--- config.mk ---
export PLATFORM = sky130hd
export DESIGN_NAME = sipo_receiver
export DESIGN_NICKNAME = d
export VERILOG_FILES = /design/src/rtl/sipo_receiver.sv
export SDC_FILE = /design/constraint.sdc
export NUM_CORES = 1
export LEC_CHECK = 0
export ABC_AREA = 1
export CAP_MARGIN = 0
export CORE_MARGIN = 2
export CORE_UTILIZATION = 51
export DETAILED_ROUTE_END_ITERATION = 8
export GPL_ROUTABILITY_DRIVEN = 1
export GPL_TIMING_DRIVEN = 1
export PLACE_DENSITY = 0.76
export SLEW_MARGIN = 20
export SYNTH_ARGS = -nofsm -noshare
export SYNTH_HDL_FRONTEND = slang
export SYNTH_SLANG_ARGS = --single-unit
--- constraint.sdc ---
create_clock -name clk -period 1.76 [get_ports clk]
set_clock_uncertainty 0.1 [all_clocks]
set_input_delay 0.352 -clock clk [delete_from_list [all_inputs] [get_ports clk]]
set_output_delay 0.352 -clock clk [all_outputs]
set_load 0.1 [all_outputs]
--- src/rtl/sipo_receiver.sv ---
// Serial-in parallel-out frame receiver: LSB-first frames of WIDTH bits framed by a start strobe,
// with a valid/ack handshake on the assembled word, a sticky overrun flag and an abort pulse.
module sipo_receiver #(
   parameter int unsigned WIDTH = 12
) (
   input  logic             clk,
   input  logic             rst,
   input  logic             start,
   input  logic             serial_in,
   input  logic             word_ack,
   output logic [WIDTH-1:0] word_out,
   output logic             word_valid,
   output logic             busy,
   output logic             overrun,
   output logic             frame_error
);

   localparam int unsigned CntW = (WIDTH > 1) ? $clog2(WIDTH) : 1;
   localparam logic [CntW-1:0] CntLast = CntW'(WIDTH - 1);

   typedef enum logic {StIdle, StShift} state_e;

   state_e           state_q, state_d;
   logic [CntW-1:0]  bit_cnt_q, bit_cnt_d;
   logic [WIDTH-1:0] shift_q, shift_d;
   logic [WIDTH-1:0] word_q, word_d;
   logic             valid_q, valid_d;
   logic             overrun_q, overrun_d;
   logic             ferr_q, ferr_d;
   logic             complete;

   // Bit 0 of the shift register never reaches the word: the final bit bypasses it.
   logic unused_shift_lsb;
   assign unused_shift_lsb = shift_q[0];

   always_comb begin
      state_d   = state_q;
      bit_cnt_d = bit_cnt_q;
      shift_d   = shift_q;
      word_d    = word_q;
      valid_d   = valid_q;
      overrun_d = overrun_q;
      ferr_d    = 1'b0;
      complete  = 1'b0;

      unique case (state_q)
         StIdle: begin
            if (start) begin
               state_d   = StShift;
               bit_cnt_d = CntW'(1);
               shift_d   = {serial_in, {(WIDTH - 1){1'b0}}};
            end
         end
         StShift: begin
            if (start) begin
               // Early start aborts the current frame and begins a new one on this bit.
               ferr_d    = 1'b1;
               bit_cnt_d = CntW'(1);
               shift_d   = {serial_in, {(WIDTH - 1){1'b0}}};
            end else if (bit_cnt_q == CntLast) begin
               complete  = 1'b1;
               state_d   = StIdle;
               bit_cnt_d = '0;
               word_d    = {serial_in, shift_q[WIDTH-1:1]};
            end else begin
               shift_d   = {serial_in, shift_q[WIDTH-1:1]};
               bit_cnt_d = bit_cnt_q + CntW'(1);
            end
         end
         default: state_d = StIdle;
      endcase

      if (complete) begin
         valid_d = 1'b1;
         if (valid_q && !word_ack) overrun_d = 1'b1;
      end else if (word_ack) begin
         valid_d = 1'b0;
      end
   end

   always_ff @(posedge clk or posedge rst) begin
      if (rst) begin
         state_q   <= StIdle;
         bit_cnt_q <= '0;
         shift_q   <= '0;
         word_q    <= '0;
         valid_q   <= 1'b0;
         overrun_q <= 1'b0;
         ferr_q    <= 1'b0;
      end else begin
         state_q   <= state_d;
         bit_cnt_q <= bit_cnt_d;
         shift_q   <= shift_d;
         word_q    <= word_d;
         valid_q   <= valid_d;
         overrun_q <= overrun_d;
         ferr_q    <= ferr_d;
      end
   end

   assign word_out    = word_q;
   assign word_valid  = valid_q;
   assign busy        = (state_q == StShift);
   assign overrun     = overrun_q;
   assign frame_error = ferr_q;

endmodule

==> run summary <==
GR Overflow Total - 0
Diode count - 0
GRT met3 Usage - 8.33%
Worst Hold Class - in -> async
Final-stage net count - 174
Period minus WS final - 1.60 ns
M2 GR Usage - 31.3%
# fillers - 186
Vias per inst - 5.05
Top cell type's share of synthesized area - 60.7%
Post-synthesis sequential area ratio - 60.7%
Crit path required time - 1.88 ns
Worst vdd ir - 0.585 mV
Synthesized cell area - 1280 um2
Crit-path leading delay family - simple AND/OR/NAND/NOR gates
Fin crit share - 91.1%
Area growth, synth to finish - 34.8%
Flop pwr share - 53.4%
Slowest cell on crit path - dfrtp_1
Synth Register Bits - 31
Die H - 54.1 um
Final ANT Viol Nets - 0
Pwr/cell area - 833 nW/um2
Maximum achievable frequency - 623 MHz
Pin count of the biggest net entering global routing - 32
Initial antenna violation count - 0
Post-route DRC violation count - 0
Core Util, Final - 70.8%
RSZ-0062 raised after global routing - no
WL per Instance - 11.8 um
Detailed router's first-iteration violation count - 24
Net Sw Power - 0.000394 W
Synth Instances - 144
Reg-to-reg critical path startpoint - bit_cnt_q[0]
R2R setup slack - 0.16 ns
Switch share - 27.5%
Postcts setup bufs - 0
Worst-margin pin slew - 0.477 ns
Final Max Slew Viols - 0
Cell Chain, Critical Path - ha_1, nand3_2, nor2_4, inv_2, nand2_1, nand2_1
Cts bufs inserted - 5
Rel. slew slack - 68.2%
Vias - 1004
Worst skew pair latency - 0.33 ns
Clk pin slew, worst setup/hold paths - 0.09 ns
Pint - 0.00104 W
Status - completed
FP Rows - 18
Pre-Repair DR Iteration Count - 5
CTS tree - built
Area of the multi-input gates - 425 um2
Comb pwr share - 14.0%
Clock Path Buffers - 2
FF+latch area - 777 um2
Fraction of layout cells with a size suffix above 1 - 19.5%
Leading area contributor after synthesis - dfrtp_1
Final setup vio count - 0
Final hold vios - 0
Die ar. - 2920 um2
Leak pwr - 0.922 nW
Clock group share of total power - 32.5%
CP Buf/Inv Count - 1
Detailed Route WL - 2350 um
Syn_nets - 150
Vias in the first global route - 950
Ranking of synthesized cells by area - dfrtp_1 61%, nand2_1 21%, nand3_1 5.5%
Gr busiest metal - met2
Worst reg2reg path depth - 6
Core Box Area - 2430 um2
TritonCTS Sinks - 31
Avg Cell Area, Syn - 8.87 um2
First-pass GRT wire length - 4040 um
Total power - 0.00143 W
WS Path Type - reg -> reg
CP Capture Type - flip-flop
Max Cap Viol - 0
CP dominant cell by count - nand2_1
CP Launch Type - flip-flop
Htree depth - 2
Worst Path Arrival - 1.73 ns
CP max FO - 14
Reg2reg end - word_out[8]
Initial Utilization - 52.5%
Die width - 54.1 um
GPL Wtd Cong - 0.747
Clk root buf - clkbuf_4
DP HPWL - 1640 um
Hold Buf Count CTS - 0
CP max stage delay - 0.42 ns
I/O Buffers - 20
CTS resizes - 0
Met1 Usage GRT - 25.1%
Global Route Usage Sum - 20.5%
Ys Warns - 0
Unique masters post-synth - 18
# IOs - 21
==> sequential cells by signal, summed over array words and instances (netlist names) <==
signal,cells
bit_cnt_q,4
busy,1
frame_error,1
overrun,1
shift_q,11
word_out,12
word_valid,1
==> worst max path at each step <==
| stage | endpoint | start | cells past startpoint | slack, ns |
|---|---|---|---|---|
| global route | word_out[0] | bit_cnt_q[0] | 6 | 0.03 |
| global placement | word_out[9] | start | 7 | 0.02 |
| CTS | bit_cnt_q[2] | bit_cnt_q[0] | 6 | 0.14 |
| detailed placement | word_out[4] | start | 7 | -0.04 |
| finish | word_out[8] | bit_cnt_q[0] | 6 | 0.16 |
| floorplan | word_out[0] | busy | 6 | 0.23 |
==> logic make-up (layout without fill, tap and decap cells) <==
kind of cell	after synthesis	in the layout	share of synthesized area [%]
adder cells (fa/ha/maj)	1	1	0.979
AO/OA/AOI/OAI	4	4	1.57
XOR/XNOR	1	1	0.686
AND/OR/NAND/NOR	92	92	30.1
buffers and inverters	15	40	5.97
flip-flops	31	31	60.7
==> synthesized netlist by cell type <==
cell type,number
buf_2,1
nor2_4,1
inv_1,7
buf_6,1
nor2_1,2
inv_2,3
nand3_2,1
nand3_1,14
xor2_1,1
o21ai_0,3
buf_4,3
nand2_1,71
ha_1,1
nor2_2,1
a21oi_1,1
nand2_2,1
nand4_1,1
dfrtp_1,31
==> layout make-up <==
class                      count  area share, %
tap                           30           2.18
clock buffer                   8           4.00
multi-input combinational     98           24.7
timing repair buffer          22           21.8
inverter                      10           2.18
sequential                    31           45.1
==> stage by stage <==
stage,TNS (ns),instances,area (um2),setup WS [ns],hold slack (ns)
after global placement,0,191,1650,0.0185,0.369
after CTS,0,199,1720,0.140,0.312
after global routing,0,199,1720,0.0293,0.321
after floorplan,0,144,1280,0.234,0.348
final,0,199,1720,0.156,0.295
after detailed placement,-0.383,191,1650,-0.0392,0.365
==> power by group through the flow <==
stage	Combinational [W]	Clock, W	Sequential (W)
floorplan	0.0000595	0	0.000844
global placement	0.000199	0	0.000778
finish	0.000201	0.000467	0.000766
detailed placement	0.000203	0	0.000780
CTS	0.000204	0.000474	0.000766
global route	0.000216	0.000507	0.000769
==> worst reg2reg max path, cell delays in order (launching register included) <==
cell and delay (ns):
dfrtp_1 0.42, ha_1 0.24, nand3_2 0.12, nor2_4 0.28, inv_2 0.18, nand2_1 0.10, nand2_1 0.05
==> cells in the final DEF (no fill, tap or decap) <==
cell	instances
nand2_1	71
dfrtp_1	30
buf_12	16
nand3_1	14
inv_1	7
clkbuf_4	5
clkdlybuf4s50_1	4
inv_2	3
o21ai_0	3
nor2_1	2
clkbuf_8	2
buf_4	2
nand2_2	1
nand3_2	1
nor2_4	1
nor2_2	1
a21oi_1	1
xor2_1	1
nand4_1	1
ha_1	1
dfrtp_2	1
clkbuf_1	1
==> layer usage <==
metal / part of all wire (%) / routed length (um) / vias to the layer above
li1: - / - / 499
met1: 45 / 1050 / 465
met2: 46 / 1080 / 33
met3: 7.1 / 166 / 7
met4: 2.2 / 51 / 0
met5: 0 / 0 / -
(Power assumes the default switching activity.)
==> variant 1, RTL diff (same flow settings) <==
`WIDTH`: 12 -> 24.
--- a/src/rtl/sipo_receiver.sv
+++ b/src/rtl/sipo_receiver.sv
@@ -1,7 +1,7 @@
 // Serial-in parallel-out frame receiver: LSB-first frames of WIDTH bits framed by a start strobe,
 // with a valid/ack handshake on the assembled word, a sticky overrun flag and an abort pulse.
 module sipo_receiver #(
-   parameter int unsigned WIDTH = 12
+   parameter int unsigned WIDTH = 24
 ) (
    input  logic             clk,
    input  logic             rst,
Interface: changed (resized word_out); port bits go from 21 to 33. No check against the original RTL was run, so the function may have changed too.
==> variant 1 against the unedited design <==
Critical path depth grew 1; non-clock buffer count grew 21; sequential cell count grew 25; power grew 50%; routed wire length grew 76%; cell area grew 79%; worst setup slack gained 0.11 ns; count of clock-buffer cells in the layout shrank 1; area after synthesis grew 76%; largest power group unchanged; highest routed layer unchanged.
==> variant 1: results (changes against the unedited design) <==
{
  "sta": {
    "max-slew-margin-rel": {"value": 73.2, "unit": "%", "change": "was 68.2%"}
  },
  "finish": {
    "area_share_clock_buf_inv": {"value": 3.05, "unit": "%", "change": "was 4.00%"},
    "numSequentialCells": {"value": 56, "change": "was 31"},
    "nonClockInverterCount": {"value": 9, "change": "was 10"},
    "fraction_of_layout_cells_with_a_size_suffix_above_1": {"value": 20.6, "unit": "%", "change": "was 19.5%"},
    "nNetsFinal": {"value": 292, "change": "was 174"},
    "multi_input_area_share": {"value": 24.1, "unit": "%", "change": "was 24.7%"},
    "multi_input_area": {"value": 742, "unit": "um^2", "change": "was 425 um^2"},
    "multiInputCombCellCount": {"value": 171, "change": "was 98"}
  },
  "power_and_ir_drop": {
    "vdd_drop_max": {"value": 0.000593, "unit": "V", "change": "was 0.000585 V"}
  },
  "global_routing": {
    "grt_util_all_layers": {"value": 18.9, "unit": "%", "change": "was 20.5%"},
    "use_met1": {"value": 24.2, "unit": "%", "change": "was 25.1%"},
    "grt_first_pass_wirelength": {"value": 7.42, "unit": "mm", "change": "was 4.04 mm"},
    "grtUsageMet3": {"value": 3.90, "unit": "%", "change": "was 8.33%"}
  },
  "synthesis": {
    "synth_compound_gate_area_share": {"value": 2.01, "unit": "%", "change": "was 1.57%"},
    "ys_top_cells_by_area": {"value": "sky130_fd_sc_hd__dfrtp_1 63%, sky130_fd_sc_hd__nand2_1 21%, sky130_fd_sc_hd__nand3_1 5.8%", "change": "was sky130_fd_sc_hd__dfrtp_1 61%, sky130_fd_sc_hd__nand2_1 21%, sky130_fd_sc_hd__nand3_1 5.5%"},
    "post_synth_xor_area_fraction": {"value": 0, "unit": "%", "change": "was 0.686%"},
    "synth_sequential_area_ratio": {"value": 62.5, "unit": "%", "change": "was 60.7%"}
  },
  "worst_setup_path": {
    "worstRegToRegCells": {"value": 7, "change": "was 6"}
  },
  "run_status": {
    "status": {"value": "finished, final reports clean", "change": "unchanged"}
  },
  "drt": {
    "routed-wl-met2": {"value": 2.06, "unit": "mm", "change": "was 1.08 mm"},
    "routedWlPerCell": {"value": 12.2, "unit": "um", "change": "was 11.8 um"},
    "drt_first_iter_violations": {"value": 127, "change": "was 24"}
  },
  "place": {
    "place_inst": {"value": 331, "change": "was 191"},
    "io_buffer_count": {"value": 32, "change": "was 20"},
    "placedInstanceArea": {"value": 2980, "unit": "um^2", "change": "was 1650 um^2"}
  }
}
==> variant 1: changes by cell type after synthesis, sizes merged <==
cell | unedited run | this run
nand2 | 72 | 129
dfrtp | 31 | 56
nand3 | 15 | 26
buf | 5 | 8
clkbuf | 0 | 2
nor3 | 0 | 2
a21oi | 1 | 2
a22o | 0 | 1
inv | 10 | 9
o21bai | 0 | 1
or2 | 0 | 1
xor2 | 1 | 0
==> variant 1: worst paths after layout <==
path                       slack, ns                     start                  endpoint
setup / recovery                0.27  bit_cnt_q[0]$_DFFE_PP0P_  word_out[10]$_DFFE_PP0P_
hold / removal                  0.28                       rst  word_out[23]$_DFFE_PP0P_
setup reg to reg                0.27  bit_cnt_q[0]$_DFFE_PP0P_  word_out[10]$_DFFE_PP0P_
hold reg to reg                 0.40    shift_q[1]$_DFFE_PP0P_   word_out[0]$_DFFE_PP0P_
min in group clk                0.40    shift_q[1]$_DFFE_PP0P_   word_out[0]$_DFFE_PP0P_
max in group asynchronous       0.85                       rst  word_out[15]$_DFFE_PP0P_
==> variant 2, RTL diff (same flow settings) <==
Made on the original files. Reset style: synchronous (`rst`), changed in one clocked block.
--- a/src/rtl/sipo_receiver.sv
+++ b/src/rtl/sipo_receiver.sv
@@ -78,7 +78,7 @@
       end
    end
 
-   always_ff @(posedge clk or posedge rst) begin
+   always_ff @(posedge clk) begin
       if (rst) begin
          state_q   <= StIdle;
          bit_cnt_q <= '0;
Check against the original RTL: differs if rst is asserted again (counterexample within 4 cycles, from zero or initial values and one cycle with rst high); with rst held inactive, the same outputs for 10 cycles.
==> variant 2 against the unedited design <==
Sequential share of layout area decreased by 7.7 points; area after synthesis decreased by 4.9%; worst setup slack got worse by 0.015 ns; fmax decreased by 0.94%; synthesized cell count increased by 4.9%; cell area decreased by 3.5%; critical path type unchanged; routed wire length increased by 8.4%; via count increased by 6.8%; sequential cell count unchanged; critical endpoint is now shift_q[5]$_SDFFE_PP0P_.
Power is not compared: it rests on default switching activity, and its combinational part moved more than twofold at a synthesized area within 25%.
==> variant 2: results (changes against the unedited design) <==
{
  "run_status": {
    "status": {"value": "finished, final reports clean", "change": "unchanged"}
  },
  "global_routing": {
    "grt_util_all_layers": {"value": 22.1, "unit": "%", "change": "was 20.5%"},
    "grtUsageMet3": {"value": 8.57, "unit": "%", "change": "was 8.33%"},
    "grt_max_degree": {"value": 19, "change": "was 32"},
    "met2_usage": {"value": 36.5, "unit": "%", "change": "was 31.3%"}
  },
  "synthesis": {
    "async_flop_share": {"value": 0, "unit": "%", "change": "was 100%"},
    "synth_fp_nets": {"value": 157, "change": "was 150"},
    "syn_avg_cell_area": {"value": 8.05, "unit": "um^2", "change": "was 8.87 um^2"},
    "ys.flop_type": {"value": "sky130_fd_sc_hd__dfxtp_1", "change": "was sky130_fd_sc_hd__dfrtp_1"}
  },
  "worst_setup_path": {
    "crit_slowest_cell": {"value": "sky130_fd_sc_hd__dfxtp_1", "change": "was sky130_fd_sc_hd__dfrtp_1"},
    "worstReg2RegStart": {"value": "bit_cnt_q[0]$_SDFFE_PP0P_", "change": "was bit_cnt_q[0]$_DFFE_PP0P_"},
    "setup.reg_to_reg.worst_slack": {"value": 0.14, "unit": "ns", "change": "was 0.16 ns"},
    "worstRegToRegCells": {"value": 5, "change": "was 6"},
    "critical_path_peak_fanout": {"value": 11, "change": "was 14"},
    "rr_endpoint": {"value": "shift_q[5]$_SDFFE_PP0P_", "change": "was word_out[8]$_DFFE_PP0P_"}
  },
  "place": {
    "gp_routability_congestion": {"value": 0.777, "change": "was 0.747"},
    "place_inst": {"value": 196, "change": "was 191"},
    "dp.final_hpwl": {"value": 1.88, "unit": "mm", "change": "was 1.64 mm"}
  },
  "finish": {
    "fraction_of_layout_cells_with_a_size_suffix_above_1": {"value": 22.7, "unit": "%", "change": "was 19.5%"},
    "nNetsFinal": {"value": 181, "change": "was 174"}
  },
  "drt": {
    "routedWlPerCell": {"value": 12.5, "unit": "um", "change": "was 11.8 um"},
    "drt_first_iter_violations": {"value": 26, "change": "was 24"},
    "wl_met1": {"value": 1.08, "unit": "mm", "change": "was 1.05 mm"},
    "detail_route.first_pass.iterations": {"value": 4, "change": "was 5"}
  },
  "sta": {
    "holdWs": {"value": 0.386, "unit": "ns", "change": "was 0.295 ns"}
  }
}
==> variant 2: changes by cell type in the layout (fill, tap and decap cells not counted), sizes merged, moves of 5 or more <==
cell / unedited run / this run
dfxtp: 0 / 31
dfrtp: 31 / 0
a21oi: 1 / 24
o21ai: 3 / 8
nand2: 72 / 34
nor2: 4 / 22
==> variant 2: power by group through the flow <==
| stage | clock (mW) | combinational (mW) | sequential (mW) |
|---|---|---|---|
| 6_report | 0.481 | 0.0980 | 0.719 |
| 5_1_grt | 0.512 | 0.107 | 0.720 |
| 3_5_place_dp | 0 | 0.0974 | 0.735 |
| 3_3_place_gp | 0 | 0.0950 | 0.734 |
| 2_1_floorplan | 0 | 0.0478 | 0.749 |
| 4_1_cts | 0.489 | 0.0977 | 0.718 |
==> variant 2: cells by family after synthesis <==
group	Yosys count	share of synthesized area [%]
xor gates and xnor gates	1	0.721
buffers and inverters	15	6.80
DFF	31	51.1
AOI/OAI and AO/OA	32	13.8
and+or+nand+nor	71	26.6
adders and majority gates	1	1.03
==> variant 2: layout make-up <==
class                      instances  area, um^2  share of cell area [%]
inverter                           8        30.0                    1.81
sequential                        31         622                    37.4
clock buffer                       7        65.1                    3.92
tap                               28        35.0                    2.11
clock inverter                     1        7.51                   0.452
multi-input combinational        105         512                    30.8
timing repair buffer              24         390                    23.5
==> variant 2: worst max path at each step <==
stage	to	slack, ns	depth (start not counted)
after floorplan	word_out[10]$_SDFFE_PP0P_	0.16	6
after global placement	word_out[2]$_SDFFE_PP0P_	0.08	5
after detailed placement	word_out[5]$_SDFFE_PP0P_	0.007	7
after CTS	shift_q[5]$_SDFFE_PP0P_	0.16	5
after global routing	shift_q[5]$_SDFFE_PP0P_	0.01	5
final	shift_q[5]$_SDFFE_PP0P_	0.14	5
